$ cat src/rtl/serial_seq_tx_pkg.sv
// serial_tx_pkg: shared state encoding and line constants for the serial transmitter.
package serial_tx_pkg;
  typedef enum logic [2:0] {IDLE = 3'b001, SEND = 3'b010, GAP = 3'b100} tx_state_t;
  localparam logic IDLE_LEVEL = 1'b0;
  localparam int MAX_GAP = 15;
endpackage

$ cat src/rtl/serial_seq_tx_if.sv
// serial_seq_tx_if: load/ready handshake plus serial line bundle.
interface serial_seq_tx_if #(parameter int WIDTH = 8);
  logic [WIDTH-1:0] data;
  logic load;
  logic ready;
  logic x;
  logic busy;
  logic done;
  modport master(output data, load, input ready, x, busy, done);
  modport slave(input data, load, output ready, x, busy, done);
endinterface

$ cat src/rtl/serial_seq_tx_down_counter.sv
// down_counter: loadable down counter that saturates at zero.
module down_counter #(parameter int W = 4) (
  input  logic         ck,
  input  logic         r,
  input  logic         ld,
  input  logic [W-1:0] ld_val,
  input  logic         en,
  output logic [W-1:0] q,
  output logic         zero
);
  assign zero = q == '0;
  always_ff @(posedge ck) begin
    if (r) q <= '0;
    else if (ld) q <= ld_val;
    else if (en && !zero) q <= q - 1'b1;
  end
endmodule

$ cat src/rtl/serial_seq_tx.sv
// serial_seq_tx: MSB-first serial transmitter with idle-low gap between frames.
// Define SERIAL_TX_PARITY_EN to append an even-parity bit to every frame.
module serial_seq_tx
  import serial_tx_pkg::*;
#(
  parameter int WIDTH = 8,
  parameter int GAP   = 1
) (
  input logic          ck,
  input logic          r,
  serial_seq_tx_if.slave s
);
`ifdef SERIAL_TX_PARITY_EN
  localparam int FL = WIDTH + 1;
`else
  localparam int FL = WIDTH;
`endif
  localparam int CW = $clog2(WIDTH + 1);
  localparam int GL = GAP > 0 ? GAP - 1 : 0;
  tx_state_t state, nxt;
  logic [FL-1:0] sr, cap;
  logic bz, gz, accept, bit_end;
`ifdef SERIAL_TX_PARITY_EN
  // parity travels as the final shift-register bit, taken from the captured word
  assign cap = {s.data, ^s.data};
`else
  assign cap = s.data;
`endif
  assign accept  = state == IDLE && s.load;
  assign bit_end = state == SEND && bz;
  down_counter #(.W(CW)) u_bit (
    .ck(ck), .r(r), .ld(accept), .ld_val(CW'(FL - 1)),
    .en(state == SEND), .q(), .zero(bz)
  );
  down_counter #(.W(4)) u_gap (
    .ck(ck), .r(r), .ld(bit_end), .ld_val(4'(GL)),
    .en(state == serial_tx_pkg::GAP), .q(), .zero(gz)
  );
  always_ff @(posedge ck) begin
    if (r) state <= IDLE;
    else state <= nxt;
  end
  always_ff @(posedge ck) begin
    if (r) sr <= '0;
    else if (accept) sr <= cap;
    else if (state == SEND) sr <= {sr[FL-2:0], 1'b0};
  end
  always_comb begin
    nxt = IDLE;
    nxt = state == IDLE ? (s.load ? SEND : IDLE)
        : state == SEND ? (bz ? (GAP > 0 ? serial_tx_pkg::GAP : IDLE) : SEND)
        : state == serial_tx_pkg::GAP ? (gz ? IDLE : serial_tx_pkg::GAP)
        : IDLE;
  end
  assign s.x     = state == SEND ? sr[FL-1] : IDLE_LEVEL;
  assign s.ready = state == IDLE;
  assign s.busy  = state != IDLE;
  assign s.done  = bit_end;
endmodule

$ cat src/flat_wrapper.sv
// flat-port wrapper written by rule: the top's interface ports become plain ports
module serial_seq_tx_flat import serial_tx_pkg::*;
#(
  parameter int WIDTH = 8,
  parameter int GAP   = 1
)
  (ck, r, s_data, s_load, s_ready, s_x, s_busy, s_done);
  serial_seq_tx_if #(.WIDTH(WIDTH)) s_i ();
  input logic ck;
  input logic r;
  input wire logic [$bits(s_i.data)-1:0] s_data;
  input wire logic [$bits(s_i.load)-1:0] s_load;
  output wire logic [$bits(s_i.ready)-1:0] s_ready;
  output wire logic [$bits(s_i.x)-1:0] s_x;
  output wire logic [$bits(s_i.busy)-1:0] s_busy;
  output wire logic [$bits(s_i.done)-1:0] s_done;
  assign s_i.data = s_data;
  assign s_i.load = s_load;
  assign s_ready = s_i.ready;
  assign s_x = s_i.x;
  assign s_busy = s_i.busy;
  assign s_done = s_i.done;
  serial_seq_tx #(.WIDTH(WIDTH), .GAP(GAP)) u_core (.ck(ck), .r(r), .s(s_i));
endmodule
$ cat config.mk
export PLATFORM = sky130hd
export DESIGN_NAME = serial_seq_tx_flat
export DESIGN_NICKNAME = d
export VERILOG_FILES = /design/src/rtl/serial_seq_tx_pkg.sv /design/src/rtl/serial_seq_tx_if.sv /design/src/rtl/serial_seq_tx_down_counter.sv /design/src/rtl/serial_seq_tx.sv /design/src/flat_wrapper.sv
export SDC_FILE = /design/constraint.sdc
export NUM_CORES = 1
export LEC_CHECK = 0
export ABC_AREA = 1
export CORE_MARGIN = 1.5
export CORE_UTILIZATION = 35
export DETAILED_ROUTE_END_ITERATION = 8
export PLACE_DENSITY = 0.56
export SLEW_MARGIN = 20
export SYNTH_ARGS = -nofsm -noshare
export SYNTH_HDL_FRONTEND = slang
export SYNTH_SLANG_ARGS = --single-unit
$ cat constraint.sdc
create_clock -name ck -period 2.4 [get_ports ck]
set_input_delay 0.6 -clock ck [delete_from_list [all_inputs] [get_ports ck]]
set_output_delay 0.6 -clock ck [all_outputs]
set_load 0.02 [all_outputs]
Yosys cells after proc, flatten, opt, wreduce, memory -nomap -nowiden
Cells that the tools add are included.
{"block": "word_totals", "reg_bits": 19, "inputBits": 11, "output_inout_bits": 4}
{"block": "op_classes", "add_sub_neg": 2, "n_eq_ne": 4, "mux": 11, "reduce_logical": 12}
{"cell": "$mux 3", "n": 7}
{"cell": "$mux 8", "n": 2}
{"cell": "$logic_not 4->1", "n": 2}
{"cell": "$sub 4x1->4 const B", "n": 2}
{"cell": "$logic_and 1x1->1", "n": 4}
{"cell": "$reduce_bool 2->1", "n": 2}
{"cell": "$reduce_or 2->1", "n": 2}
{"cell": "$eq 3x1->1 const B", "n": 1}
{"cell": "$eq 3x2->1 const B", "n": 1}
{"cell": "$eq 3x3->1 const B", "n": 1}
{"cell": "$ne 3x1->1 const B", "n": 1}
{"cell": "$logic_not 1->1", "n": 2}
{"cell": "$mux 2", "n": 1}
{"cell": "$mux 1", "n": 1}

Longest topological paths before layout
Gate-level depths: netlist of run 1.
{"block": "depth", "depth_word": 5, "ltp_mapped": 7, "depth_no_buf": 7}

Hierarchy
Synthesis of run 1 repeated with hierarchy kept, for this count alone.
{"block": "unflattened", "hier_cells": 177, "area_unflattened_um2": 1199.9}
{"module": "serial_seq_tx", "n_inst": 1, "cells_per_inst": 95, "area_each_um2": 651.9}
{"module": "down_counter", "n_inst": 2, "cells_per_inst": 41, "area_each_um2": 274.0}

Worst setup path after synthesis of run 1
Ideal clock, no wire load.
{"block": "synth_timing", "kind": "flip-flop to output port", "from": "register u_core.state[0]", "to": "output s_x", "t_arrival_ns": 1.003, "required_time_ns": 1.800, "slack_ns": 0.797, "path_stages_with_launch": 4, "path_buffers": 1, "path_cell_list": "dfxtp_1 -> nand3b_1 -> buf_4 -> nor2_1"}
{"block": "synth_between", "elab_chain_len": 2}
{"item": "from (decl)", "line_no": "serial_seq_tx.sv:20", "text": "tx_state_t state, nxt;"}
{"item": "from (signal assigned)", "line_no": "serial_seq_tx.sv:41", "text": "else state <= nxt;"}
{"item": "$eq 3x2->1", "line_no": "serial_seq_tx.sv:55", "text": "assign s.x = state == SEND ? sr[FL-1] : IDLE_LEVEL;"}
{"item": "$mux 1", "line_no": "serial_seq_tx.sv:55"}
{"item": "to (decl)", "line_no": "flat_wrapper.sv:14", "text": "output wire logic [$bits(s_i.x)-1:0] s_x;"}
No other way between the ends.

Worst setup path after layout of run 1
{"block": "layout_timing", "from": "register u_core.state[2]", "to": "output s_ready"}
{"block": "layout_between", "elab_chain_len": 1}
{"item": "$eq 3x1->1", "line_no": "serial_seq_tx.sv:56", "text": "assign s.ready = state == IDLE;"}
{"item": "to (decl)", "line_no": "flat_wrapper.sv:13", "text": "output wire logic [$bits(s_i.ready)-1:0] s_ready;"}
No other way between the ends.

==> report_table.html, run 1 <==
<table>
<tr><th>Metric</th><th>Value</th></tr>
<tr><th colspan="2">Detailed routing</th></tr>
<tr><td>Vias per cell</td><td>4.76</td></tr>
<tr><td>Count of TritonRoute iterations in the first routing pass</td><td>4</td></tr>
<tr><td>Routed length per placed instance</td><td>roughly 10 um</td></tr>
<tr><td>DRC violations left</td><td>0</td></tr>
<tr><td>Via count of the routed design</td><td>894</td></tr>
<tr><td>Remaining antenna violation count after routing</td><td>0</td></tr>
<tr><td>Total wire length</td><td>slightly below 2000 um</td></tr>
<tr><td>Initial DRC Count</td><td>11</td></tr>
<tr><th colspan="2">Floorplan</th></tr>
<tr><td>Vertical extent of the die</td><td>between 50 and 60 um</td></tr>
<tr><td>Area of the die</td><td>between 2000 and 3000 um^2</td></tr>
<tr><td>Die span in x</td><td>roughly 55 um</td></tr>
<tr><td>Starting Density</td><td>37.4%</td></tr>
<tr><td># rows</td><td>18</td></tr>
<tr><td>Top-level I/O count</td><td>15</td></tr>
<tr><td>Core box area</td><td>between 2000 and 2500 um^2</td></tr>
<tr><th colspan="2">GRT</th></tr>
<tr><td>Global-route usage over all layers</td><td>~14%</td></tr>
<tr><td>Most Used Layer, Global Route</td><td>met2</td></tr>
<tr><td>Global-route track usage on met2</td><td>between 20 and 25%</td></tr>
<tr><td>Fraction of met3 tracks used by global routing</td><td>a little under 5%</td></tr>
<tr><td>Global routing usage on met1</td><td>roughly 17%</td></tr>
<tr><td>Largest net degree at the start of global routing</td><td>25</td></tr>
<tr><td>Global-route wire length before repair</td><td>slightly below 3000 um</td></tr>
<tr><td>Number of antenna violations at the first check in global routing</td><td>0</td></tr>
<tr><td>Grt ovf</td><td>0</td></tr>
<tr><td>Number of global-route vias before repair</td><td>between 700 and 800</td></tr>
<tr><th colspan="2">Cells and area</th></tr>
<tr><td>Multi-input gate area in the final layout</td><td>slightly below 500 um^2</td></tr>
<tr><td>Area overhead of the layout relative to synthesis</td><td>21.5%</td></tr>
<tr><td>Most frequent cells in the layout</td><td>46 x sky130_fd_sc_hd__nand2_1, 19 x sky130_fd_sc_hd__dfxtp_1, 18 x sky130_fd_sc_hd__nor2_1, 18 x sky130_fd_sc_hd__a21oi_1, 14 x sky130_fd_sc_hd__inv_1</td></tr>
<tr><td>Share of post-route cells with drive strength above 1</td><td>5.70%</td></tr>
<tr><td># nets final</td><td>172</td></tr>
<tr><td>Commonest non-fill, non-tap cell in the layout</td><td>sky130_fd_sc_hd__nand2_1</td></tr>
<tr><td>Diode insertion count for antenna repair</td><td>0</td></tr>
<tr><td>Area used by sequential logic in the layout</td><td>around 380 um^2</td></tr>
<tr><td>Filler Cells Inserted</td><td>~270</td></tr>
<tr><td>Non-Filler Instances</td><td>approximately 190</td></tr>
<tr><th colspan="2">Hold path</th></tr>
<tr><td>Hold_sp</td><td>u_core.u_gap.q[0]</td></tr>
<tr><td>Class of the tightest hold or removal check</td><td>reg -&gt; reg</td></tr>
<tr><th colspan="2">Worst setup path</th></tr>
<tr><td>Maximum cell stage delay along the critical path</td><td>about 0.6 ns</td></tr>
<tr><td>R2R Path Start</td><td>u_core.state[2]</td></tr>
<tr><td>Series of cell instances along the critical path</td><td>nor2_1, nand2_1, inv_1, clkdlybuf4s50_1</td></tr>
<tr><td>Setup slack on the worst flop-to-flop path</td><td>1.01 ns</td></tr>
<tr><td>CP startpoint kind</td><td>flop</td></tr>
<tr><td>Crit path arrival time</td><td>between 1.5 and 2 ns</td></tr>
<tr><td>Crit path capture</td><td>s_ready</td></tr>
<tr><td>Worst EP required</td><td>1.80 ns</td></tr>
<tr><td>Worst r2r path cells</td><td>4</td></tr>
<tr><td>Worst R2R End</td><td>u_core.sr[6]</td></tr>
<tr><td>Crit path capture type</td><td>output pin</td></tr>
<tr><td>Critical path peak fanout</td><td>3</td></tr>
<tr><td>CP max stage cell</td><td>sky130_fd_sc_hd__clkdlybuf4s50_1</td></tr>
<tr><td>Start point of the critical path</td><td>u_core.state[2]</td></tr>
<tr><td>Worst Setup Path Type</td><td>reg -&gt; out</td></tr>
<tr><th colspan="2">Timing</th></tr>
<tr><td>Skew final</td><td>between 0.004 and 0.005 ns</td></tr>
<tr><td>Setup Viol. Count Final</td><td>0</td></tr>
<tr><td>Pins Over Slew Limit</td><td>0</td></tr>
<tr><td>Fin Setup TNS</td><td>0 ns</td></tr>
<tr><td>Count of final hold-check violations</td><td>0</td></tr>
<tr><td>FMAX</td><td>~0.45 GHz</td></tr>
<tr><td>Final min period</td><td>about 2.2 ns</td></tr>
<tr><td>Transition at the pin with the smallest max-transition slack</td><td>between 0.4 and 0.5 ns</td></tr>
<tr><td>Tcrit/Tclk final</td><td>about nine tenths</td></tr>
<tr><td>RSZ-0062 raised after global routing</td><td>false</td></tr>
<tr><td>Worst rel slew slack</td><td>69.5%</td></tr>
<tr><th colspan="2">Status</th></tr>
<tr><td>Result of the run</td><td>finished clean</td></tr>
<tr><th colspan="2">Logic synthesis</th></tr>
<tr><td>Multiplexer area fraction after synthesis</td><td>0%</td></tr>
<tr><td>Post-synthesis cell area</td><td>936 um^2</td></tr>
<tr><td>Synthesized-area fraction occupied by ao, oa, aoi and oai cells</td><td>around an eighth</td></tr>
<tr><td>Dominant combinational cell family by area after synthesis</td><td>simple AND/OR/NAND/NOR gates</td></tr>
<tr><td>Post-synthesis sequential element count</td><td>19</td></tr>
<tr><td>Proportion of synthesized chip area in sequential cells</td><td>approximately two fifths</td></tr>
<tr><td>Share of the synthesized netlist area taken by xor and xnor gates</td><td>1.87%</td></tr>
<tr><td>Mapped Nets</td><td>~150</td></tr>
<tr><td>Synthesis warning total</td><td>0</td></tr>
<tr><td>Adder-cell share of the synthesized area</td><td>under 10%</td></tr>
<tr><td>Per-instance average area after synthesis</td><td>roughly 6.6 um^2</td></tr>
<tr><td>Post-Synth Simple-Gate Area</td><td>between 30% and 40%</td></tr>
<tr><td>Count of distinct cell types in the synthesized netlist</td><td>16</td></tr>
<tr><td>Count of mapped cells out of synthesis</td><td>around 140</td></tr>
<tr><th colspan="2">Clock tree</th></tr>
<tr><td>Maximum clock insertion buffer count</td><td>2</td></tr>
<tr><td>Clock Sink Count</td><td>19</td></tr>
<tr><td>Clock buffers created by TritonCTS</td><td>3</td></tr>
<tr><td>Number of hold buffers added after cts</td><td>0</td></tr>
<tr><td>Clock slew at the register clock pins of the worst setup and hold paths</td><td>0.10 ns</td></tr>
<tr><td>CTS tree</td><td>done</td></tr>
<tr><td>Clock latency on the worst-skew pair</td><td>approximately 0.30 ns</td></tr>
<tr><td>Htree depth</td><td>1</td></tr>
<tr><td>Clk Tree Root Cell</td><td>sky130_fd_sc_hd__clkbuf_4</td></tr>
<tr><th colspan="2">Place</th></tr>
<tr><td>Port Buffer Count</td><td>14</td></tr>
<tr><td>Half-perimeter wire length of the detailed placement result</td><td>between 1000 and 1500 um</td></tr>
<tr><td>Routability cong.</td><td>roughly 0.75</td></tr>
<tr><td>Placed Cells</td><td>between 150 and 200</td></tr>
<tr><th colspan="2">Power</th></tr>
<tr><td>Highest ir drop seen on vdd</td><td>around 0.31 mV</td></tr>
<tr><td>Leakage power figure</td><td>0.503 nW</td></tr>
<tr><td>Power per unit of standard cell area</td><td>about 570 nW/um^2</td></tr>
<tr><td>Power, Total</td><td>roughly 0.65 mW</td></tr>
<tr><th colspan="2">Run</th></tr>
<tr><td>Number of max-capacitance violations reported</td><td>0</td></tr>
</table>
==> how the worst min path moves through the flow <==
stage	endpoint	slack, ns	depth (start not counted)
floorplan	u_core.u_gap.q[0]	0.45	2
global route	u_core.u_gap.q[0]	0.51	2
detailed placement	u_core.u_gap.q[0]	0.46	2
finish	u_core.u_gap.q[0]	0.47	2
global placement	u_core.u_gap.q[0]	0.45	2
CTS	u_core.u_gap.q[0]	0.48	2
==> metal layers <==
layer,wire length [um],vias to the layer above
met2,884,13
met5,0,-
met4,10,0
met1,974,399
met3,67,2
li1,-,480
==> worst max-delay path: cells and delay by family, from the launching register on <==
kind	cells	cell delay (ns)
and+or+nand+nor	2	0.28
DFF	1	0.34
buffers and inverters	2	0.69
==> cells by family after synthesis <==
family / count (synthesis)
buf+inv: 17
simple gates: 77
xor+xnor: 2
compound gates: 24
fa+ha+maj: 2
flops: 19
==> power breakdown <==
group	switching (mW)	internal, mW	total [mW]
clock network	0.100	0.0621	0.162
registers	0.0155	0.336	0.352
logic	0.0740	0.0613	0.135
total	0.189	0.460	0.649
==> cells in the mapped netlist, drive strengths merged <==
| library cell | n | share of area (%) |
|---|---|---|
| a21oi | 18 | 9.6 |
| buf | 3 | 1.9 |
| dfxtp | 19 | 41 |
| ha | 2 | 2.7 |
| inv | 14 | 5.6 |
| nand2 | 47 | 19 |
| nand3 | 9 | 5.3 |
| nand3b | 2 | 1.6 |
| nor2 | 19 | 8.4 |
| o21ai | 6 | 3.2 |
| xnor2 | 1 | 0.94 |
| xor2 | 1 | 0.94 |
==> per-stage QoR <==
step | hold WS [ns] | cell area [um^2] | util [%] | setup slack, ns
6_report | 0.473 | 1140 | 45.5 | 0.198
2_1_floorplan | 0.445 | 936 | - | 0.797
3_5_place_dp | 0.463 | 1110 | 44.4 | 0.264
4_1_cts | 0.479 | 1140 | 45.5 | 0.171
3_3_place_gp | 0.455 | 1110 | 44.4 | 0.284
5_1_grt | 0.508 | 1140 | 45.5 | 0.0171
==> sequential cells by signal (all words and copies together), names as in the netlist <==
register / cells
u_core.u_gap.q: 4
u_core.u_bit.q: 4
u_core.state: 3
u_core.sr: 8
==> what timing repair did <==
item                                    in CTS  in global routing
endpoints found under the setup margin       1                  0
setup buffers                                0                  0
gates resized for setup                      1                  0
==> area by class of cell <==
cell class                 count  share of cell area [%]
multi-input combinational    105                    42.7
sequential                    19                    33.4
timing repair buffer          16                    13.5
inverter                      14                    4.62
tap                           30                    3.30
clock buffer                   3                    1.98
clock inverter                 1                   0.440
(Power assumes the default switching activity.)
==> run 2, diff against run 1 <==
ABC_CLOCK_PERIOD_IN_PS = 2400   (was default)
GPL_ROUTABILITY_DRIVEN = 0   (was default)
==> results of run 2 <==
Final layout, timing and power as in run 1 (identical DEF).
